[config.mk]
export PLATFORM = sky130hd
export DESIGN_NAME = rxd_sample_gen
export DESIGN_NICKNAME = d
export VERILOG_FILES = /design/src/rtl/rxd_sample_gen_pkg.sv /design/src/rtl/rxd_prescaler.sv /design/src/rtl/rxd_sample_gen.sv
export SDC_FILE = /design/constraint.sdc
export NUM_CORES = 1
export LEC_CHECK = 0
export CORE_ASPECT_RATIO = 1.25
export CORE_MARGIN = 10
export CORE_UTILIZATION = 30
export DETAILED_ROUTE_END_ITERATION = 6
export HOLD_SLACK_MARGIN = 0.15
export PLACE_DENSITY = 0.46
export SETUP_SLACK_MARGIN = 0.3
export SYNTH_ARGS = -nofsm -noshare
export SYNTH_HDL_FRONTEND = slang
export SYNTH_SLANG_ARGS = --single-unit
export TNS_END_PERCENT = 20
[constraint.sdc]
create_clock -name clk -period 3.7 [get_ports clk]
set_input_delay 0.925 -clock clk [delete_from_list [all_inputs] [get_ports clk]]
set_output_delay 0.925 -clock clk [all_outputs]
set_load 0.02 [all_outputs]
[src/rtl/rxd_sample_gen_pkg.sv]
// ---------------------------------------------------------------------------
// rxd_pkg
//   Shared definitions for the UART RX timing engine.
//   - rxd_state_t : receiver FSM state (IDLE / RECV)
//   - FRAME_BITS_DEF, OVS_DEF : default frame length and oversample ratio
//   - maj3 : 3-input majority vote used at each bit centre
// ---------------------------------------------------------------------------
package rxd_pkg;

  typedef enum logic {
    IDLE = 1'b0,
    RECV = 1'b1
  } rxd_state_t;

  localparam int FRAME_BITS_DEF = 10;
  localparam int OVS_DEF        = 16;

  // Majority of three samples: true when at least two inputs are 1.
  function automatic logic maj3(input logic a, input logic b, input logic c);
    maj3 = (a & b) | (a & c) | (b & c);
  endfunction

endpackage

[src/rtl/rxd_prescaler.sv]
// ---------------------------------------------------------------------------
// rxd_prescaler
//   Holds the runtime divisor and produces the oversample tick.
//   Ports:
//     clk, rst_n : clock, synchronous active-low reset
//     en         : receiver is in RECV; counter runs only while set
//     clr        : receiver leaves RECV this cycle; counter returns to 0
//     load       : request to load div_val (honoured only while !en)
//     div_val    : clocks per oversample tick minus 1 (values <2 become 2)
//     os_tick    : 1-cycle tick, decoded from registers only
// ---------------------------------------------------------------------------
module rxd_prescaler
  import rxd_pkg::*;
#(
  parameter int DIV_W   = 16,
  parameter int DEF_DIV = 324
) (
  input  logic             clk,
  input  logic             rst_n,
  input  logic             en,
  input  logic             clr,
  input  logic             load,
  input  logic [DIV_W-1:0] div_val,
  output logic             os_tick
);

  localparam logic [DIV_W-1:0] DIV_MIN   = DIV_W'(2);
  localparam logic [DIV_W-1:0] DIV_RESET = DIV_W'(DEF_DIV);

  logic [DIV_W-1:0] div_q_r;
  logic [DIV_W-1:0] pre_cnt_r;
  logic [DIV_W-1:0] div_clamped_s;
  logic             load_ok_s;

  // Clamp the requested divisor so a tick period is never shorter than 3 clocks.
  always_comb begin
    div_clamped_s = div_val;
    if (div_val < DIV_MIN) begin
      div_clamped_s = DIV_MIN;
    end else begin
      div_clamped_s = div_val;
    end
  end

  // The divisor may only change between frames, never mid-frame.
  assign load_ok_s = load & ~en;

  // Divisor register.
  always_ff @(posedge clk) begin
    if (!rst_n) begin
      div_q_r <= DIV_RESET;
    end else if (load_ok_s) begin
      div_q_r <= div_clamped_s;
    end else begin
      div_q_r <= div_q_r;
    end
  end

  // Prescaler counter: 0..div_q, held at 0 outside RECV and when leaving it.
  always_ff @(posedge clk) begin
    if (!rst_n) begin
      pre_cnt_r <= {DIV_W{1'b0}};
    end else if (!en || clr) begin
      pre_cnt_r <= {DIV_W{1'b0}};
    end else if (pre_cnt_r == div_q_r) begin
      pre_cnt_r <= {DIV_W{1'b0}};
    end else begin
      pre_cnt_r <= pre_cnt_r + DIV_W'(1);
    end
  end

  assign os_tick = en & (pre_cnt_r == div_q_r);

endmodule

[src/rtl/rxd_sample_gen.sv]
// ---------------------------------------------------------------------------
// rxd_sample_gen
//   UART RX timing engine: oversampled bit timing, 3-sample majority vote at
//   each bit centre, start-bit qualification and frame bit counting.
//   Ports:
//     clk, rst_n  : clock, synchronous active-low reset
//     rxd         : synchronised serial input
//     rx_start    : falling edge seen on rxd, arms a frame (IDLE only)
//     rx_abort    : cancels the current frame; beats every other event
//     div_load    : load div_val into the divisor (IDLE only)
//     div_val     : clocks per oversample tick minus 1
//     os_tick     : oversample tick pulse
//     bit_strobe  : bit-centre strobe pulse
//     bit_val     : voted bit value (with bit_strobe, else 0)
//     bit_idx     : bit index in frame, 0 = start (with bit_strobe, else 0)
//     rx_done     : pulses with the strobe of the last frame bit
//     start_err   : pulses when the voted start bit is 1
//     busy        : receiver is in RECV
// ---------------------------------------------------------------------------
module rxd_sample_gen
  import rxd_pkg::*;
#(
  parameter int CLK_FREQUENCE = 50_000_000,
  parameter int BPS           = 9600,
  parameter int OVS           = OVS_DEF,
  parameter int DIV_W         = 16,
  parameter int FRAME_BITS    = FRAME_BITS_DEF
) (
  input  logic                          clk,
  input  logic                          rst_n,
  input  logic                          rxd,
  input  logic                          rx_start,
  input  logic                          rx_abort,
  input  logic                          div_load,
  input  logic [DIV_W-1:0]              div_val,
  output logic                          os_tick,
  output logic                          bit_strobe,
  output logic                          bit_val,
  output logic [$clog2(FRAME_BITS)-1:0] bit_idx,
  output logic                          rx_done,
  output logic                          start_err,
  output logic                          busy
);

  localparam int DEF_DIV = CLK_FREQUENCE / (BPS * OVS) - 1;
  localparam int PH_W    = $clog2(OVS);
  localparam int IDX_W   = $clog2(FRAME_BITS);

  // Vote samples are taken on the two ticks before the strobe tick; the
  // strobe tick supplies the third sample straight from rxd.
  localparam logic [PH_W-1:0]  PH_VOTE0 = PH_W'(OVS / 2 - 1);
  localparam logic [PH_W-1:0]  PH_VOTE1 = PH_W'(OVS / 2);
  localparam logic [PH_W-1:0]  PH_STB   = PH_W'(OVS / 2 + 1);
  localparam logic [PH_W-1:0]  PH_LAST  = PH_W'(OVS - 1);
  localparam logic [IDX_W-1:0] IDX_LAST = IDX_W'(FRAME_BITS - 1);

  rxd_state_t       state_r;
  rxd_state_t       state_nxt_s;
  logic             os_tick_s;
  logic             leave_s;
  logic [PH_W-1:0]  ph_cnt_r;
  logic [IDX_W-1:0] bit_cnt_r;
  logic [1:0]       vote_r;
  logic             voted_s;
  logic             strobe_s;
  logic             done_s;
  logic             serr_s;

  logic             bit_strobe_r;
  logic             bit_val_r;
  logic [IDX_W-1:0] bit_idx_r;
  logic             rx_done_r;
  logic             start_err_r;
  logic             busy_r;

  rxd_prescaler #(
    .DIV_W   (DIV_W),
    .DEF_DIV (DEF_DIV)
  ) u_prescaler (
    .clk     (clk),
    .rst_n   (rst_n),
    .en      (state_r == RECV),
    .clr     (leave_s),
    .load    (div_load),
    .div_val (div_val),
    .os_tick (os_tick_s)
  );

  // Bit-centre decode: vote result plus strobe/done/false-start events.
  always_comb begin
    voted_s  = maj3(vote_r[1], vote_r[0], rxd);
    strobe_s = 1'b0;
    done_s   = 1'b0;
    serr_s   = 1'b0;
    if (os_tick_s && !rx_abort && (ph_cnt_r == PH_STB)) begin
      strobe_s = 1'b1;
      done_s   = (bit_cnt_r == IDX_LAST);
      serr_s   = (bit_cnt_r == {IDX_W{1'b0}}) && voted_s;
    end else begin
      strobe_s = 1'b0;
      done_s   = 1'b0;
      serr_s   = 1'b0;
    end
  end

  // Next-state logic; abort takes priority in both states.
  always_comb begin
    state_nxt_s = state_r;
    case (state_r)
      IDLE: begin
        if (rx_start && !rx_abort) begin
          state_nxt_s = RECV;
        end else begin
          state_nxt_s = IDLE;
        end
      end
      RECV: begin
        if (rx_abort || serr_s || done_s) begin
          state_nxt_s = IDLE;
        end else begin
          state_nxt_s = RECV;
        end
      end
      default: begin
        state_nxt_s = IDLE;
      end
    endcase
  end

  assign leave_s = (state_r == RECV) && (state_nxt_s == IDLE);

  // FSM state register.
  always_ff @(posedge clk) begin
    if (!rst_n) begin
      state_r <= IDLE;
    end else begin
      state_r <= state_nxt_s;
    end
  end

  // Phase, bit counter and vote shift register; all cleared outside RECV.
  always_ff @(posedge clk) begin
    if (!rst_n) begin
      ph_cnt_r  <= {PH_W{1'b0}};
      bit_cnt_r <= {IDX_W{1'b0}};
      vote_r    <= 2'b00;
    end else if ((state_r != RECV) || leave_s) begin
      ph_cnt_r  <= {PH_W{1'b0}};
      bit_cnt_r <= {IDX_W{1'b0}};
      vote_r    <= 2'b00;
    end else if (os_tick_s) begin
      if (ph_cnt_r == PH_LAST) begin
        ph_cnt_r  <= {PH_W{1'b0}};
        bit_cnt_r <= bit_cnt_r + IDX_W'(1);
      end else begin
        ph_cnt_r  <= ph_cnt_r + PH_W'(1);
      end
      if ((ph_cnt_r == PH_VOTE0) || (ph_cnt_r == PH_VOTE1)) begin
        vote_r <= {vote_r[0], rxd};
      end else begin
        vote_r <= vote_r;
      end
    end else begin
      ph_cnt_r  <= ph_cnt_r;
      bit_cnt_r <= bit_cnt_r;
      vote_r    <= vote_r;
    end
  end

  // Output registers; value/index are forced to 0 between strobes.
  always_ff @(posedge clk) begin
    if (!rst_n) begin
      bit_strobe_r <= 1'b0;
      bit_val_r    <= 1'b0;
      bit_idx_r    <= {IDX_W{1'b0}};
      rx_done_r    <= 1'b0;
      start_err_r  <= 1'b0;
      busy_r       <= 1'b0;
    end else begin
      bit_strobe_r <= strobe_s;
      bit_val_r    <= strobe_s ? voted_s : 1'b0;
      bit_idx_r    <= strobe_s ? bit_cnt_r : {IDX_W{1'b0}};
      rx_done_r    <= done_s;
      start_err_r  <= serr_s;
      busy_r       <= (state_nxt_s == RECV);
    end
  end

  assign os_tick    = os_tick_s;
  assign bit_strobe = bit_strobe_r;
  assign bit_val    = bit_val_r;
  assign bit_idx    = bit_idx_r;
  assign rx_done    = rx_done_r;
  assign start_err  = start_err_r;
  assign busy       = busy_r;

endmodule

# After elaboration in Yosys (flattened, before gate mapping)
# Cells that the tools add are included.
[classes] addsub=3 n_lt_le_gt_ge=1 n_eq_ne=6 n_mux=8 n_bitwise=10 reduce_logical=18
[ops] operator="adder 16 x 1 -> 16 bit, second input constant" n=1
[ops] operator="== test 16 bit" n=1
[ops] operator="== test 4 bit, second input constant" n=4
[ops] operator="less-than comparator 16 x 2 -> 1 bit, second input constant" n=1
[ops] operator="two-way mux 16 bit" n=1
[ops] operator="adder 4 x 1 -> 4 bit, second input constant" n=2
[ops] operator="AND reduction 2 bit" n=3
[ops] operator="bitwise AND 1 bit" n=5
[ops] operator="logical AND 1 bit" n=5
[ops] operator="logical OR 1 bit" n=5
[ops] operator="two-way mux 1 bit" n=5
[ops] operator="== test 4 x 3 -> 1 bit, second input constant" n=1
[ops] operator="zero test 4 bit" n=1
[ops] operator="two-way mux 4 bit" n=1
[ops] operator="inverter 1 bit" n=3
[ops] operator="OR reduction 3 bit" n=1
[ops] operator="zero test 1 bit" n=2
[ops] operator="OR 1 bit" n=2
[ops] operator="case mux 1 bit (2 select lines)" n=1
[ops] operator="OR reduction 2 bit" n=1
[totals] regBits=51 input_bits=22 out_inout_bits=10 wordCells=57

# Longest topological paths before layout
[depth] depth_word=13 depth_mapped=7 mapped_depth_nobuf=6

# Modules after synthesis
# A second synthesis with hierarchy kept.
[unflattened] hier_cells=264 area_unflattened_um2=2403.6
[by_module_without_submodules] module="rxd_prescaler" n_inst=1 cells_per_inst=177 area_per_inst_um2=1557.7 seq_area_each_um2=640.6
[by_module_without_submodules] module="rxd_sample_gen" n_inst=1 cells_per_inst=87 area_per_inst_um2=845.8 seq_area_each_um2=380.4

# Worst setup path before layout
# Ideal clock, no wire load.
[synth_timing] kind="register to output" from="reg u_prescaler.pre_cnt_r[4]" to="out os_tick" t_arrival_ns=1.416 required_time_ns=2.775 setup_slack_ns=1.359 path_stages_with_launch=6 path_buffers=1 cell_sequence="dfxtp_1 -> xor2_1 -> nor4_1 -> nand4_1 -> buf_4 -> nor2_1"
[synth_via] elab_chain_cells=2
[synth_rtl] item="start, declared" line="rxd_prescaler.sv:31" source="logic [DIV_W-1:0] pre_cnt_r;"
[synth_rtl] item="start signal, assigned" line="rxd_prescaler.sv:62" source="pre_cnt_r <= {DIV_W{1'b0}};"
[synth_rtl] item="start signal, assigned" line="rxd_prescaler.sv:64" source="pre_cnt_r <= {DIV_W{1'b0}};"
[synth_rtl] item="start signal, assigned" line="rxd_prescaler.sv:66" source="pre_cnt_r <= {DIV_W{1'b0}};"
[synth_rtl] item="== test 16 bit" line="rxd_prescaler.sv:72" source="assign os_tick = en & (pre_cnt_r == div_q_r);"
[synth_rtl] item="bitwise AND 1 bit" line="rxd_prescaler.sv:72"
[synth_rtl] item="end, declared" line="rxd_sample_gen.sv:36" source="output logic os_tick,"
# No other way between the ends.

# Final worst setup path
[layout_timing] from="reg u_prescaler.pre_cnt_r[13]" to="out os_tick"
# The elaborated chain is that of the path after synthesis.

==> qor.txt <==
Die X -> 98.3 µm
Die Y -> 118 µm
grt ovf -> 0
Filler Cells Inserted -> 804
top cell type's share of synthesized area -> 0.444
endpoints failing setup -> 0
Worst Setup End Kind -> primary output
initial antenna violation count -> 0
Mean Syn Cell Area -> 8.73 µm²
synthesis-stage register bit count -> 51
Crit Path Max Fanout -> 4
skew final -> 0.00599 ns
gr usage total -> 0.0946
initial DRC count -> 60
required time of the critical path -> 2.77 ns
Worst EP arrival -> 2.23 ns
ANT cells -> 0
delay of the slowest critical-path stage -> 0.63 ns
Layout Nets -> 326
Final Cell Area -> 2820 µm²
CTS tree -> yes
hold_sp -> u_prescaler.div_q_r[12]$_SDFFE_PN0P_
final weighted congestion in routability-driven placement -> 0.833
Slew headroom -> 0.616
Slew Limit Fails -> 0
FF-to-FF Start -> u_prescaler.pre_cnt_r[13]$_SDFF_PP0_
Vias/cell -> 4.75
Fin Hold WS -> 0.476 ns
fin crit period -> 3.15 ns
vias in the first global route -> 1855
wire length per cell -> 13.8 µm
cts hold-fix bufs -> 0
cell chain of the critical path -> xor2_1 > nor4_1 > nand4_1 > nor2_1 > clkdlybuf4s50_1
Reg clk slew, reported paths -> 0.09 ns
Buffers on Ports -> 31
initial core utilization -> 0.310
Slew @ Worst Pin -> 0.575 ns
WL final -> 5.39 mm
status -> finished clean
max cap viols -> 0
placement row count -> 35
Clock Latency Late Sink -> 0.30 ns
type of the most critical hold path -> reg -> reg
maximum VDD drop -> 0.000155 V
remaining routing DRC violations -> 0
CTS max path bufs -> 2
number of synthesized flops with an enable pin -> 0
final std cells w/o fill -> 389
R2R cell count -> 7
WHS Path Cells -> 2
I/O pin cnt -> 32
CTS Buf Count -> 5
synthesized area -> 2300 µm²
Max stage delay cell, worst path -> clkdlybuf4s50_1
Mapped Nets -> 292
Seq/Total Area, Yosys -> 0.444
H-tree depth -> 2
Critical Path Source -> u_prescaler.pre_cnt_r[13]$_SDFF_PP0_
RSZ-0062 raised after global routing -> false
Synth cell types -> 39
via count -> 1846
post-CTS sizing -> 0
Synth async-reset ratio -> 0
most frequent cells in the layout -> 51 x dfxtp_1, 45 x nand2_1, 31 x clkdlybuf4s50_1, 25 x xor2_1, 22 x nor2_1
Area contributors post-synth -> dfxtp_1 44%, xor2_1 9.5%, nand2_1 7.4%, a21boi_0 3.9%, ha_1 3.8%
largest net degree at the start of global routing -> 20
Pre-Repair DR Iteration Count -> 4
antenna viol nets, final -> 0
core area -> 7400 µm²
Startpoint Class -> flop
Power Dens Cells -> 365 nW/µm²
Sink Count -> 51
first-pass GRT wire length -> 9.25 mm
placed cell count -> 382
most common cell after layout, fill and taps aside -> dfxtp_1
ys flop type -> dfxtp_1
Yosys top cell by area -> dfxtp_1
post-detail-place hpwl -> 4.03 mm
Final Cycle Share -> 0.852
Layout area overhead -> 22.9%
Setup TNS -> 0 ns
root buf cell -> clkbuf_8
Hold Vio Cnt, Final -> 0
die area -> 11600 µm²
cells after synthesis -> 263
# Post-CTS Setup Buffers -> 0
Yosys warning count -> 0
FMAX -> 317 MHz
leakage power total -> 1.03 nW
kind of critical path -> reg -> out
ratio of cells with drive above 1 in the final layout -> 0.0539
Placed Area -> 2720 µm²
[final timing paths]
check	to	slack, ns
worst min register to register	u_prescaler.div_q_r[12]$_SDFFE_PN0P_	0.48
worst min-delay path	u_prescaler.div_q_r[12]$_SDFFE_PN0P_	0.48
worst max register to register	busy$_SDFF_PN0_	1.30
worst max-delay path	os_tick	0.55
[Yosys cell counts (2+ instances only)]
master and count:
and2_1 5, a21oi_1 10, inv_1 6, xor2_1 25
nand3b_1 2, buf_2 2, o21ai_0 9, nand2_1 45
nor4_1 9, nor2_1 22, or3_1 2, clkbuf_1 6
and4_1 3, nand4_1 6, xnor2_1 5, nor3_1 2
and3_1 4, ha_1 7, dfxtp_1 51, nor2b_1 3
nand3_1 10, a21boi_0 12
[sequential cells by signal, indices dropped and copies added (netlist names)]
signal / flops
u_prescaler.div_q_r: 16
vote_r: 2
bit_cnt_r: 4
u_prescaler.pre_cnt_r: 16
rx_done: 1
bit_val: 1
busy: 1
ph_cnt_r: 4
bit_idx: 4
bit_strobe: 1
start_err: 1
[per-stage QoR]
step,worst slack (ns),power (mW),utilization
2_1_floorplan,1.36,0.620,-
3_5_place_dp,0.836,0.664,0.368
5_1_grt,0.308,1.08,0.381
6_report,0.549,1.03,0.381
4_1_cts,0.489,1.05,0.381
3_3_place_gp,0.834,0.664,0.368
[layout make-up]
class / instances / area (µm²) / area share
clock buffers: 6 / 72.6 / 0.0257
clock inverters: 1 / 30.0 / 0.0106
inverters: 6 / 22.5 / 0.00798
multi-input cells: 197 / 1210 / 0.430
flip-flops and latches: 51 / 1020 / 0.362
well taps: 92 / 115 / 0.0408
repair buffers: 36 / 348 / 0.123
[metal layers]
layer,wire (µm),track usage,up-vias
li1,-,-,965
met1,2710,0.124,842
met2,2340,0.141,31
met3,202,0.0223,8
met4,135,0.0467,0
met5,0,0,-
[report_power, final]
part | internal, mW | total [mW] | switching (mW)
sequential | 0.561 | 0.571 | 0.0101
combinational | 0.0409 | 0.0786 | 0.0378
clock | 0.199 | 0.380 | 0.182
total | 0.800 | 1.03 | 0.230
[worst max-delay path, delay by kind of cell (launching register included)]
family / cells / cell delay, ns
buf+inv: 1 / 0.63
xor+xnor: 1 / 0.16
flops: 1 / 0.36
simple gates: 3 / 0.78
[logic make-up (layout without fill, tap and decap cells)]
group	Yosys count	after routing	share of synthesized area
AND/OR/NAND/NOR	119	119	0.258
flip-flops	51	51	0.444
AO/OA/AOI/OAI	40	40	0.114
XOR/XNOR	30	30	0.114
buffers and inverters	15	49	0.0272
adder cells (fa/ha/maj)	8	8	0.0425
Power figures use the tool's default switching activity.
